File: config.mk
export PLATFORM = sky130hd
export DESIGN_NAME = branch_pc_unit
export DESIGN_NICKNAME = d
export VERILOG_FILES = /design/src/rtl/branch_pc_unit.sv
export SDC_FILE = /design/constraint.sdc
export NUM_CORES = 1
export LEC_CHECK = 0
export BUFFER_PORTS_ARGS = -buffer_cell sky130_fd_sc_hd__buf_2
export CAP_MARGIN = 20
export CORE_MARGIN = 4
export CORE_UTILIZATION = 35
export CTS_CLUSTER_SIZE = 40
export DETAILED_ROUTE_END_ITERATION = 12
export PLACE_DENSITY = 0.54
export SLEW_MARGIN = 20
export SYNTH_ARGS = -nofsm -noshare
export SYNTH_HDL_FRONTEND = slang
export SYNTH_SLANG_ARGS = --single-unit
File: constraint.sdc
create_clock -name clk -period 3.15 [get_ports clk]
set_input_delay 0.1575 -clock clk [delete_from_list [all_inputs] [get_ports clk]]
set_output_delay 0.1575 -clock clk [all_outputs]
set_load 0.01 [all_outputs]
File: src/rtl/branch_pc_unit.sv
// branch_pc_unit
//
// Program counter and control-transfer unit for a MIPS-style core with a
// single architectural branch delay slot.
//
// The unit decodes control transfers directly from the instruction that
// instr_address is currently fetching. It uses the ALU flags in that same
// cycle. A taken transfer does not redirect the PC at once. It latches the
// destination, lets the next sequential instruction run as the delay slot,
// and then jumps. A transfer whose destination is 0x00000000 halts the core.
//
// Ports
//   clk            in   1   single clock, rising edge
//   reset          in   1   synchronous, active-high; overrides stall and state
//   stall          in   1   freeze all state for the cycle
//   instr_readdata in  32   instruction at instr_address
//   rs_data        in  32   register rs value (JR/JALR destination)
//   EQ, N, Z       in   1   ALU flags: rs==rt, rs<0 (signed), rs==0
//   instr_address  out 32   PC of the instruction in execution
//   B_link         out  1   link write request (JAL/JALR/BLTZAL/BGEZAL in RUN)
//   active         out  1   low once halted
//   delay_slot     out  1   current instruction is a branch delay slot

module branch_pc_unit (
    input  logic        clk,
    input  logic        reset,
    input  logic        stall,
    input  logic [31:0] instr_readdata,
    input  logic [31:0] rs_data,
    input  logic        EQ,
    input  logic        N,
    input  logic        Z,
    output logic [31:0] instr_address,
    output logic        B_link,
    output logic        active,
    output logic        delay_slot
);

    localparam logic [31:0] ResetPc = 32'hBFC0_0000;

    // Opcodes and function codes of the recognised control transfers.
    localparam logic [5:0] OpSpecial = 6'd0;
    localparam logic [5:0] OpRegimm  = 6'd1;
    localparam logic [5:0] OpJ       = 6'd2;
    localparam logic [5:0] OpJal     = 6'd3;
    localparam logic [5:0] OpBeq     = 6'd4;
    localparam logic [5:0] OpBne     = 6'd5;
    localparam logic [5:0] OpBlez    = 6'd6;
    localparam logic [5:0] OpBgtz    = 6'd7;
    localparam logic [5:0] FnJr      = 6'd8;
    localparam logic [5:0] FnJalr    = 6'd9;
    localparam logic [4:0] RtBltz    = 5'd0;
    localparam logic [4:0] RtBgez    = 5'd1;
    localparam logic [4:0] RtBltzal  = 5'd16;
    localparam logic [4:0] RtBgezal  = 5'd17;

    typedef enum logic [1:0] {
        StRun    = 2'd0,
        StDelay  = 2'd1,
        StHalted = 2'd2
    } state_e;

    state_e      state_q, state_d;
    logic [31:0] pc_q, pc_d;
    logic [31:0] target_q, target_d;

    // Instruction fields
    logic [5:0]  opcode;
    logic [4:0]  rt_field;
    logic [5:0]  funct;
    logic [15:0] imm;

    assign opcode   = instr_readdata[31:26];
    assign rt_field = instr_readdata[20:16];
    assign funct    = instr_readdata[5:0];
    assign imm      = instr_readdata[15:0];

    // Candidate destinations
    logic [31:0] pc_plus4;
    logic [31:0] branch_offset;
    logic [31:0] branch_target;
    logic [31:0] jump_target;

    assign pc_plus4      = pc_q + 32'd4;
    assign branch_offset = {{14{imm[15]}}, imm, 2'b00};
    assign branch_target = pc_plus4 + branch_offset;
    assign jump_target   = {pc_plus4[31:28], instr_readdata[25:0], 2'b00};

    // Decode: whether the fetched instruction transfers control, where to,
    // and whether it requests a link write. The link request does not
    // depend on the branch outcome.
    logic        xfer_taken;
    logic [31:0] xfer_target;
    logic        is_link;

    always_comb begin
        xfer_taken  = 1'b0;
        xfer_target = branch_target;
        is_link     = 1'b0;

        unique case (opcode)
            OpSpecial: begin
                if (funct == FnJr) begin
                    xfer_taken  = 1'b1;
                    xfer_target = rs_data;
                end else if (funct == FnJalr) begin
                    xfer_taken  = 1'b1;
                    xfer_target = rs_data;
                    is_link     = 1'b1;
                end
            end
            OpRegimm: begin
                if (rt_field == RtBltz) begin
                    xfer_taken = N;
                end else if (rt_field == RtBgez) begin
                    xfer_taken = ~N;
                end else if (rt_field == RtBltzal) begin
                    xfer_taken = N;
                    is_link    = 1'b1;
                end else if (rt_field == RtBgezal) begin
                    xfer_taken = ~N;
                    is_link    = 1'b1;
                end
            end
            OpJ: begin
                xfer_taken  = 1'b1;
                xfer_target = jump_target;
            end
            OpJal: begin
                xfer_taken  = 1'b1;
                xfer_target = jump_target;
                is_link     = 1'b1;
            end
            OpBeq:  xfer_taken = EQ;
            OpBne:  xfer_taken = ~EQ;
            OpBlez: xfer_taken = N | Z;
            OpBgtz: xfer_taken = ~N & ~Z;
            default: ;
        endcase
    end

    // Next-state logic. Stall freezes everything. Decode is used only in
    // RUN, so a transfer sitting in the delay slot has no effect on control flow.
    always_comb begin
        state_d  = state_q;
        pc_d     = pc_q;
        target_d = target_q;

        if (!stall) begin
            unique case (state_q)
                StRun: begin
                    pc_d = pc_plus4;
                    if (xfer_taken) begin
                        target_d = xfer_target;
                        state_d  = StDelay;
                    end
                end
                StDelay: begin
                    pc_d    = target_q;
                    state_d = (target_q == 32'h0000_0000) ? StHalted : StRun;
                end
                StHalted: begin
                    pc_d = 32'h0000_0000;
                end
                default: begin
                    state_d = StHalted;
                    pc_d    = 32'h0000_0000;
                end
            endcase
        end
    end

    always_ff @(posedge clk) begin
        if (reset) begin
            state_q  <= StRun;
            pc_q     <= ResetPc;
            target_q <= 32'h0000_0000;
        end else begin
            state_q  <= state_d;
            pc_q     <= pc_d;
            target_q <= target_d;
        end
    end

    assign instr_address = pc_q;
    assign delay_slot    = (state_q == StDelay);
    assign active        = (state_q != StHalted);
    assign B_link        = (state_q == StRun) & is_link;

endmodule

==> impl_metrics.ini, run 1 <==
[cts]
cts_inserted_buffers = 9
cts.hold.buffers_added = 0
cts_root_buf = clkbuf_16
clk_pin_slew_ns = 0.06
clkLatencyLatePin_ns = 0.34
htree_levels = 3
cts_num_sinks = 66
clock_path_buffers = 2
cts_tree = yes

[final_layout]
multiInputGateArea_mm2 = 0.00482
fin_area_mm2 = 0.00880
syn2layout_area_growth_pct = 61.5
seqCellArea_mm2 = 0.00135
insertedDiodeCount = 0
fillers = 1351
layout-drive-gt1-share = 0.473
num-nets-final = 1073
post-route-util = 0.579

[yosys]
yosysSeqAreaShare = 0.242
synth-xor-area-share = 0.0849
synth_area_mm2 = 0.00545
ys.flop_type = dfxtp_1
async_flop_share = 0
synth_adder_area_share = 0.0817
yosys_register_bits = 66
synth_warnings = 0
yosysUniqueCellTypes = 59
ys_top_cells_by_count = nor2_1, dfxtp_1, a21oi_1
yosysTopAreaCell = dfxtp_1
synth_most_common_cell = nor2_1
postSynthNetCount = 815
synth.top_cell.area_share = 0.242
synthMuxAreaShare = 0.0287
synth-compound-area-share = 0.279
synthTopCellsByArea = dfxtp_1, ha_1, nor2_1
synth_cells = 710
synth_top_family_by_area = compound AO/OA/AOI/OAI gates
synth_area_per_cell_um2 = 7.68
synth_edf_count = 0
synth-simple-area-share = 0.237

[worst_setup_path]
crit_buf_inv = 1
critPathMaxStageDelay_ns = 0.47
arrival_ns = 3.64
path_max_fanout = 5
cp_top_family = compound AO/OA/AOI/OAI gates
worst_ep_required_time_ns = 3.34
end_kind = register
startpoint_type = register
crit_chain = ha_4 > nand4_1 > nor2_4 > nand2_2 > nor3_4 > xor2_2 > ha_4 > buf_6 > nand4_1 > o221ai_2 > a31oi_2 > o22ai_2 > xor2_1 > a222oi_1 > a211oi_1
slowest_stage = a222oi_1
path_class = reg -> reg

[global_routing]
grt_max_degree = 60
grt_pass1_wl_um = 35100
grt_usage = 0.249
antenna_found_initial = 0
overflow = 0
grt_pass1_vias = 6722

[floorplanning]
die_h_um = 133
dieArea_mm2 = 0.0176
io_pins = 105
die_w_um = 133
rows = 45
initial_core_util = 0.359
core_mm2 = 0.0152

[timing]
finalClockSkew_ns = 0.00753
fmax_mhz = 290
finalHoldViolations = 0
worstMarginPinSlew_ns = 0.614
setup_viol = 16
drv_slew = 0
finalCritPeriodShare = 1.10
fin_setup_tns_ns = -2.42
rsz0062_at_grt = true
min_period_ns = 3.45
holdWs_ns = 0.198
fin_ws_ns = -0.304
slew_headroom = 0.591

[route]
drc_errors = 0
vias = 6591
avgViaCountPerCell = 5.68
routedWlPerCell_um = 19.6
firstDrtPassIters = 8
route.antenna.remaining_nets = 0
drtIter0Drc = 495
drt-total-wl_um = 22800

[place]
hpwl_um = 17100
gp_congestion = 0.949
port_buffers = 104
placedInstanceArea_mm2 = 0.00727

[status]
violations = negative setup slack
status = finished with violations

[power]
p_sw_w = 0.000763
p_per_area_mw_per_mm2 = 291
internal_power_w = 0.00180
pwr-share-comb = 0.275
p_sw_frac = 0.298
leakagePower_nw = 3.67
peakVddDrop_v = 0.000231
pwr-share-seq = 0.346
power.clock.fraction = 0.378

[job]
maxCapViolations = 0

[min_path]
hold_class = in -> reg
metrics by stage:
| step | total power [W] | instances | setup slack (ns) |
|---|---|---|---|
| 6_report | 0.00256 | 1161 | -0.304 |
| 3_5_place_dp | 0.00150 | 1106 | -0.572 |
| 5_1_grt | 0.00267 | 1161 | -0.447 |
| 3_3_place_gp | 0.00149 | 1106 | -0.576 |
| 2_1_floorplan | 0.00122 | 710 | -0.193 |
| 4_1_cts | 0.00253 | 1145 | -0.300 |
kinds of logic after synthesis:
group,after synthesis
buffers and inverters,65
DFF,66
xor gates and xnor gates,52
and+or+nand+nor,259
AOI/OAI and AO/OA,219
adders and majority gates,35
muxes,14
cell usage in the layout, fill, tap and decap left out, drive strengths merged, types with 5 or more instances in the layout:
cell / synthesis / routed
o21ai: 30 / 30
a211oi: 28 / 28
a31oi: 7 / 7
a221o: 6 / 6
a22oi: 12 / 12
nand3: 23 / 23
nor2b: 11 / 11
nand2b: 14 / 14
nand2: 51 / 51
clkbuf: 38 / 14
o211ai: 11 / 11
dfxtp: 66 / 66
xnor2: 32 / 32
nor2: 87 / 87
a21oi: 56 / 56
or3: 5 / 5
xor2: 20 / 20
o32a: 6 / 6
nand4: 14 / 14
inv: 18 / 18
nor3: 15 / 15
buf: 9 / 294
nor4: 15 / 15
o21a: 6 / 6
ha: 34 / 34
and3: 5 / 5
mux2: 10 / 10
a21o: 11 / 11
a222oi: 23 / 23
flip-flops by register name (all words and copies together), names as in the netlist:
register       cells
state_q            2
target_q          32
instr_address     32
worst reg2reg max path, stage by stage, from the launching register on:
cell and delay, ns:
dfxtp_4 0.38, ha_4 0.13, nand4_1 0.15, nor2_4 0.22, nand2_2 0.11, nor3_4 0.20
xor2_2 0.34, ha_4 0.19, buf_6 0.11, nand4_1 0.16, o221ai_2 0.26, a31oi_2 0.12
o22ai_2 0.19, xor2_1 0.11, a222oi_1 0.47, a211oi_1 0.15
timing repair:
item | CTS | global route
pin swaps | 53 | 58
buffers inserted | 25 | 19
endpoints found under the setup margin | 19 | 21
resized for setup | 95 | 90
worst paths after layout:
path                                      start                   endpoint  slack [ns]  cells past startpoint
setup reg to reg  instr_address[3]$_SDFFE_PP0N_  target_q[26]$_SDFFE_PP0P_       -0.30                     15
setup / recovery  instr_address[3]$_SDFFE_PP0N_  target_q[26]$_SDFFE_PP0P_       -0.30                     15
hold reg to reg       target_q[16]$_SDFFE_PP0P_  target_q[16]$_SDFFE_PP0P_        0.50                      2
hold / removal                      rs_data[29]  target_q[29]$_SDFFE_PP0P_        0.20                      5
final cells by class:
class | instances | share of cell area
Clock buffer | 14 | 0.0311
Sequential cell | 66 | 0.153
Multi-Input combinational cell | 579 | 0.548
Timing Repair Buffer | 294 | 0.232
Tap cell | 188 | 0.0267
Inverter | 18 | 0.00768
Clock inverter | 2 | 0.00114
power groups by stage:
| stage | sequential (W) | clock (W) | combinational [W] |
|---|---|---|---|
| final | 0.000886 | 0.000968 | 0.000705 |
| after global routing | 0.000889 | 0.00102 | 0.000762 |
| after CTS | 0.000885 | 0.000982 | 0.000657 |
| after global placement | 0.000900 | 0 | 0.000595 |
| after detailed placement | 0.000902 | 0 | 0.000602 |
| after floorplan | 0.000902 | 0 | 0.000317 |
metal layers:
| metal | GRT usage | share of wire | vias to the layer above |
|---|---|---|---|
| li1 | - | - | 3191 |
| met1 | 0.285 | 0.41 | 3172 |
| met2 | 0.457 | 0.52 | 187 |
| met3 | 0.0430 | 0.042 | 41 |
| met4 | 0.0953 | 0.037 | 0 |
| met5 | 0 | 0 | - |
No activity file was read; power rests on OpenSTA's default activity.
==> run 2, diff against run 1 <==
--- a/config.mk
+++ b/config.mk
@@ -12,6 +12,7 @@
 export CTS_CLUSTER_SIZE = 40
 export DETAILED_ROUTE_END_ITERATION = 12
 export PLACE_DENSITY = 0.54
+export RECOVER_POWER = 100
 export SLEW_MARGIN = 20
 export SYNTH_ARGS = -nofsm -noshare
 export SYNTH_HDL_FRONTEND = slang
==> impl_metrics.ini, run 2 (synthesized netlist as in run 1, its figures left out) <==
[floorplanning]
die_w_um = 133
rows = 45
io_pins = 105
dieArea_mm2 = 0.0176
die_h_um = 133
core_mm2 = 0.0152
initial_core_util = 0.359

[worst_setup_path]
worstReg2RegEnd = target_q[26]$_SDFFE_PP0P_
rr_startpoint = instr_address[3]$_SDFFE_PP0N_
startpoint_type = register
rrSetupSlack_ns = -0.32
end_kind = register
path_class = reg -> reg
slowest_stage = a222oi_1
crit_cells = 15
cp_top_family = compound AO/OA/AOI/OAI gates
path_max_fanout = 5
crit_buf_inv = 1
arrival_ns = 3.65
reg2reg_depth = 15
crit_chain = ha_4 > nand4_1 > nor2_4 > nand2_2 > nor3_4 > xor2_2 > ha_4 > buf_6 > nand4_1 > o221ai_2 > a31oi_2 > o22ai_2 > xor2_1 > a222oi_1 > a211oi_1
worst_ep_required_time_ns = 3.34
cp-startpoint = instr_address[3]$_SDFFE_PP0N_
critPathMaxStageDelay_ns = 0.48

[min_path]
hold_class = in -> reg
min_to = target_q[29]$_SDFFE_PP0P_
min-delay-start = rs_data[29]
whs_path_depth = 5

[power]
leakagePower_nw = 3.60
peakVddDrop_v = 0.000228
finalPower_w = 0.00255
p_per_area_mw_per_mm2 = 292

[route]
route.antenna.remaining_nets = 0
drtIter0Drc = 504
drc_errors = 0
drt-total-wl_um = 22800
firstDrtPassIters = 6
vias = 6604
avgViaCountPerCell = 5.69
routedWlPerCell_um = 19.6

[global_routing]
grt_max_degree = 60
grt_usage = 0.249
overflow = 0
antenna_found_initial = 0
grt_pass1_vias = 6722
grt_pass1_wl_um = 35100

[timing]
finalClockSkew_ns = 0.00766
slew_headroom = 0.171
finalHoldViolations = 0
drv_slew = 0
fin_ws_ns = -0.316
holdWs_ns = 0.200
setup_viol = 16
fmax_mhz = 289
finalCritPeriodShare = 1.10
worstMarginPinSlew_ns = 1.24
min_period_ns = 3.47
rsz0062_at_grt = true

[final_layout]
insertedDiodeCount = 0
num-nets-final = 1073
fin_area_mm2 = 0.00875
fin_cells = 1161
final_cell_mix = buf_4, buf_2, nor2_1
fillers = 1368
final_common_cell = buf_4
syn2layout_area_growth_pct = 60.6
layout-drive-gt1-share = 0.448

[cts]
clock_path_buffers = 2
cts_root_buf = clkbuf_16
cts.hold.buffers_added = 0
cts_tree = yes
clkLatencyLatePin_ns = 0.34
cts_inserted_buffers = 9
htree_levels = 3
clk_pin_slew_ns = 0.06
cts_num_sinks = 66

[place]
dp_slack_ns = -0.572
placed_cells = 1106
port_buffers = 104
hpwl_um = 17100
gp_congestion = 0.949
placedInstanceArea_mm2 = 0.00727

[status]
status = finished with violations
violations = negative setup slack

[job]
maxCapViolations = 0
run 2: cell count changes in the layout (fill, tap and decap cells not counted):
cell,delta
dfxtp_1,+1
dfxtp_2,-1
clkbuf_2,+1
clkbuf_1,+23
buf_4,-8
buf_2,-16
run 2: final cells by class:
type	instances	area, um2	area share
clock inverter	2	10.0	0.00114
sequential	66	1350	0.154
clock buffer	14	274	0.0313
timing repair buffer	294	1990	0.228
inverter	18	67.6	0.00772
multi-input combinational	579	4820	0.551
tap	188	235	0.0269
run 2: through the flow:
step / utilization / setup TNS (ns)
CTS: 0.540 / -1.94
floorplan: - / -0.404
detailed placement: 0.478 / -5.19
global route: 0.576 / -5.13
global placement: 0.478 / -4.73
finish: 0.576 / -2.56
run 2: report_power, final:
group	total, W	switching (W)	internal [W]
combinational	0.000701	0.000363	0.000339
sequential	0.000887	0.0000281	0.000858
clock	0.000966	0.000371	0.000595
run 2: worst max path at each step:
stage	endpoint	slack, ns
6_report	target_q[26]$_SDFFE_PP0P_	-0.32
3_3_place_gp	target_q[26]$_SDFFE_PP0P_	-0.58
3_5_place_dp	target_q[26]$_SDFFE_PP0P_	-0.57
5_1_grt	target_q[26]$_SDFFE_PP0P_	-0.45
4_1_cts	target_q[20]$_SDFFE_PP0P_	-0.30
2_1_floorplan	target_q[24]$_SDFFE_PP0P_	-0.19
run 2: routing by layer:
layer,wire [um],vias up,GRT usage,share of wire
met5,0,-,0,0
met4,864,0,0.0953,0.038
met3,1050,40,0.0430,0.046
met2,11700,218,0.457,0.51
met1,9240,3150,0.285,0.41
li1,-,3196,-,-
run 2: worst min-delay path, stage by stage:
cell and delay, ns:
buf_2 0.07, nand2_1 0.04, nand3_1 0.07, a31oi_1 0.04
nor3_1 0.10
run 2: repair_timing:
item	in CTS	in global routing
buffers inserted	25	19
setup endpoints to repair	19	21
resized for setup	95	90
pin swaps	53	58
==> run 3, diff against run 2 <==
--- a/config.mk
+++ b/config.mk
@@ -11,8 +11,9 @@
 export CORE_UTILIZATION = 35
 export CTS_CLUSTER_SIZE = 40
 export DETAILED_ROUTE_END_ITERATION = 12
+export GPL_ROUTABILITY_DRIVEN = 0
 export PLACE_DENSITY = 0.54
-export RECOVER_POWER = 100
+export RECOVER_POWER = 25
 export SLEW_MARGIN = 20
 export SYNTH_ARGS = -nofsm -noshare
 export SYNTH_HDL_FRONTEND = slang
==> impl_metrics.ini, run 3 (synthesized netlist as in run 1, its figures left out) <==
[timing]
finalCritPeriodShare = 1.05
drv_slew = 0
rsz0062_at_grt = true
fmax_mhz = 303
fin_ws_ns = -0.151
holdWs_ns = 0.202
worstMarginPinSlew_ns = 0.841
finalHoldViolations = 0
finalClockSkew_ns = 0.00613
min_period_ns = 3.30
setup_viol = 14
slew_headroom = 0.439

[worst_setup_path]
rr_startpoint = instr_address[2]$_SDFFE_PP0N_
end_kind = register
path_class = reg -> reg
worstReg2RegEnd = target_q[24]$_SDFFE_PP0P_
worst_ep_required_time_ns = 3.40
reg2reg_depth = 14
rrSetupSlack_ns = -0.15
arrival_ns = 3.55
startpoint_type = register
slowest_stage = or4_4
crit_chain = ha_4 > nand4_1 > nor2_4 > nand4_1 > xnor2_1 > buf_4 > ha_4 > a21o_1 > or4_4 > o21ai_4 > nand2_2 > a211oi_2 > mux2_4 > a311oi_2
critPathMaxStageDelay_ns = 0.52
path_max_fanout = 4

[floorplanning]
core_mm2 = 0.0152
die_w_um = 133
io_pins = 105
initial_core_util = 0.359
die_h_um = 133
dieArea_mm2 = 0.0176
rows = 45

[cts]
clk_pin_slew_ns = 0.06
cts_inserted_buffers = 9
clock_path_buffers = 2
cts_num_sinks = 66
cts_root_buf = clkbuf_16
cts_tree = yes
cts.hold.buffers_added = 0
clkLatencyLatePin_ns = 0.34
htree_levels = 3

[place]
port_buffers = 104
hpwl_um = 16700
dp_slack_ns = -0.288

[status]
violations = negative setup slack
status = finished with violations

[global_routing]
overflow = 0
grt_pass1_vias = 6252
grt_usage = 0.238
antenna_found_initial = 0
grt_pass1_wl_um = 33400
grt_max_degree = 60

[min_path]
min-delay-start = rs_data[14]
hold_class = in -> reg
whs_path_depth = 3
min_to = target_q[14]$_SDFFE_PP0P_

[final_layout]
insertedDiodeCount = 0
final_common_cell = buf_4
syn2layout_area_growth_pct = 54.7
post-route-util = 0.555
layout-drive-gt1-share = 0.446
num-nets-final = 1044
final_cell_mix = buf_4, buf_2, nor2_1

[route]
vias = 6548
firstDrtPassIters = 6
routedWlPerCell_um = 19.9
drt-total-wl_um = 22500
route.antenna.remaining_nets = 0
avgViaCountPerCell = 5.79
drtIter0Drc = 635
drc_errors = 0

[power]
p_per_area_mw_per_mm2 = 305
peakVddDrop_v = 0.000270
leakagePower_nw = 3.44

[job]
maxCapViolations = 0
[run 3: cell count changes in the layout (fill, tap and decap cells not counted), sizes merged]
cell / previous run / this run
clkinv: 2 / 1
bufinv: 0 / 1
clkbuf: 38 / 28
clkinvlp: 0 / 1
buf: 270 / 249
[run 3: power breakdown]
| part | switching, W | internal (W) |
|---|---|---|
| Clock | 0.000387 | 0.000608 |
| Sequential | 0.0000316 | 0.000858 |
| Combinational | 0.000355 | 0.000330 |
| Total | 0.000774 | 0.00180 |
[run 3: stage by stage]
stage                     power [W]  TNS, ns  cell area (um2)  instances
after CTS                   0.00252   -0.617             7810       1115
after global placement      0.00147    -2.22             7120       1087
after global routing        0.00267    -3.63             8430       1131
final                       0.00257    -1.30             8430       1131
after floorplan             0.00122   -0.404             5570        710
after detailed placement    0.00148    -2.77             7120       1087
[run 3: critical path, delay by kind of cell (launching register included)]
kind	cells	cell delay, ns
adder cells (fa/ha/maj)	2	0.31
multiplexers	1	0.32
buffers and inverters	1	0.15
XOR/XNOR	1	0.15
flip-flops	1	0.38
AND/OR/NAND/NOR	5	1.13
AO/OA/AOI/OAI	4	0.76
[run 3: repair_timing]
action                     CTS  global route
setup endpoints to repair   17            19
buffers inserted            15            18
resized for setup           69           100
pin swaps                   52            75
[run 3: how the worst max path moves through the flow]
stage                                         from                   endpoint  cells after the start
floorplan           instr_address[11]$_SDFFE_PP0N_  target_q[24]$_SDFFE_PP0P_                     13
global placement     instr_address[6]$_SDFFE_PP0N_  target_q[30]$_SDFFE_PP0P_                     14
finish               instr_address[2]$_SDFFE_PP0N_  target_q[24]$_SDFFE_PP0P_                     14
CTS                 instr_address[13]$_SDFFE_PP0N_  target_q[26]$_SDFFE_PP0P_                     15
detailed placement   instr_address[6]$_SDFFE_PP0N_  target_q[30]$_SDFFE_PP0P_                     14
global route         instr_address[2]$_SDFFE_PP0N_  target_q[20]$_SDFFE_PP0P_                     15
[run 3: cell type report]
cell class              count  area (um2)
clock buffers              12         236
clock inverters             3        42.5
fillers                  1442        6770
inverters                  18        67.6
multi-input cells         579        4760
flip-flops and latches     66        1350
well taps                 188         235
repair buffers            265        1740
[run 3: per-layer routing]
| layer | GRT usage | part of all wire |
|---|---|---|
| met4 | 0.0964 | 0.038 |
| met2 | 0.421 | 0.51 |
| met3 | 0.0426 | 0.047 |
| met5 | 0 | 0 |
| met1 | 0.283 | 0.40 |
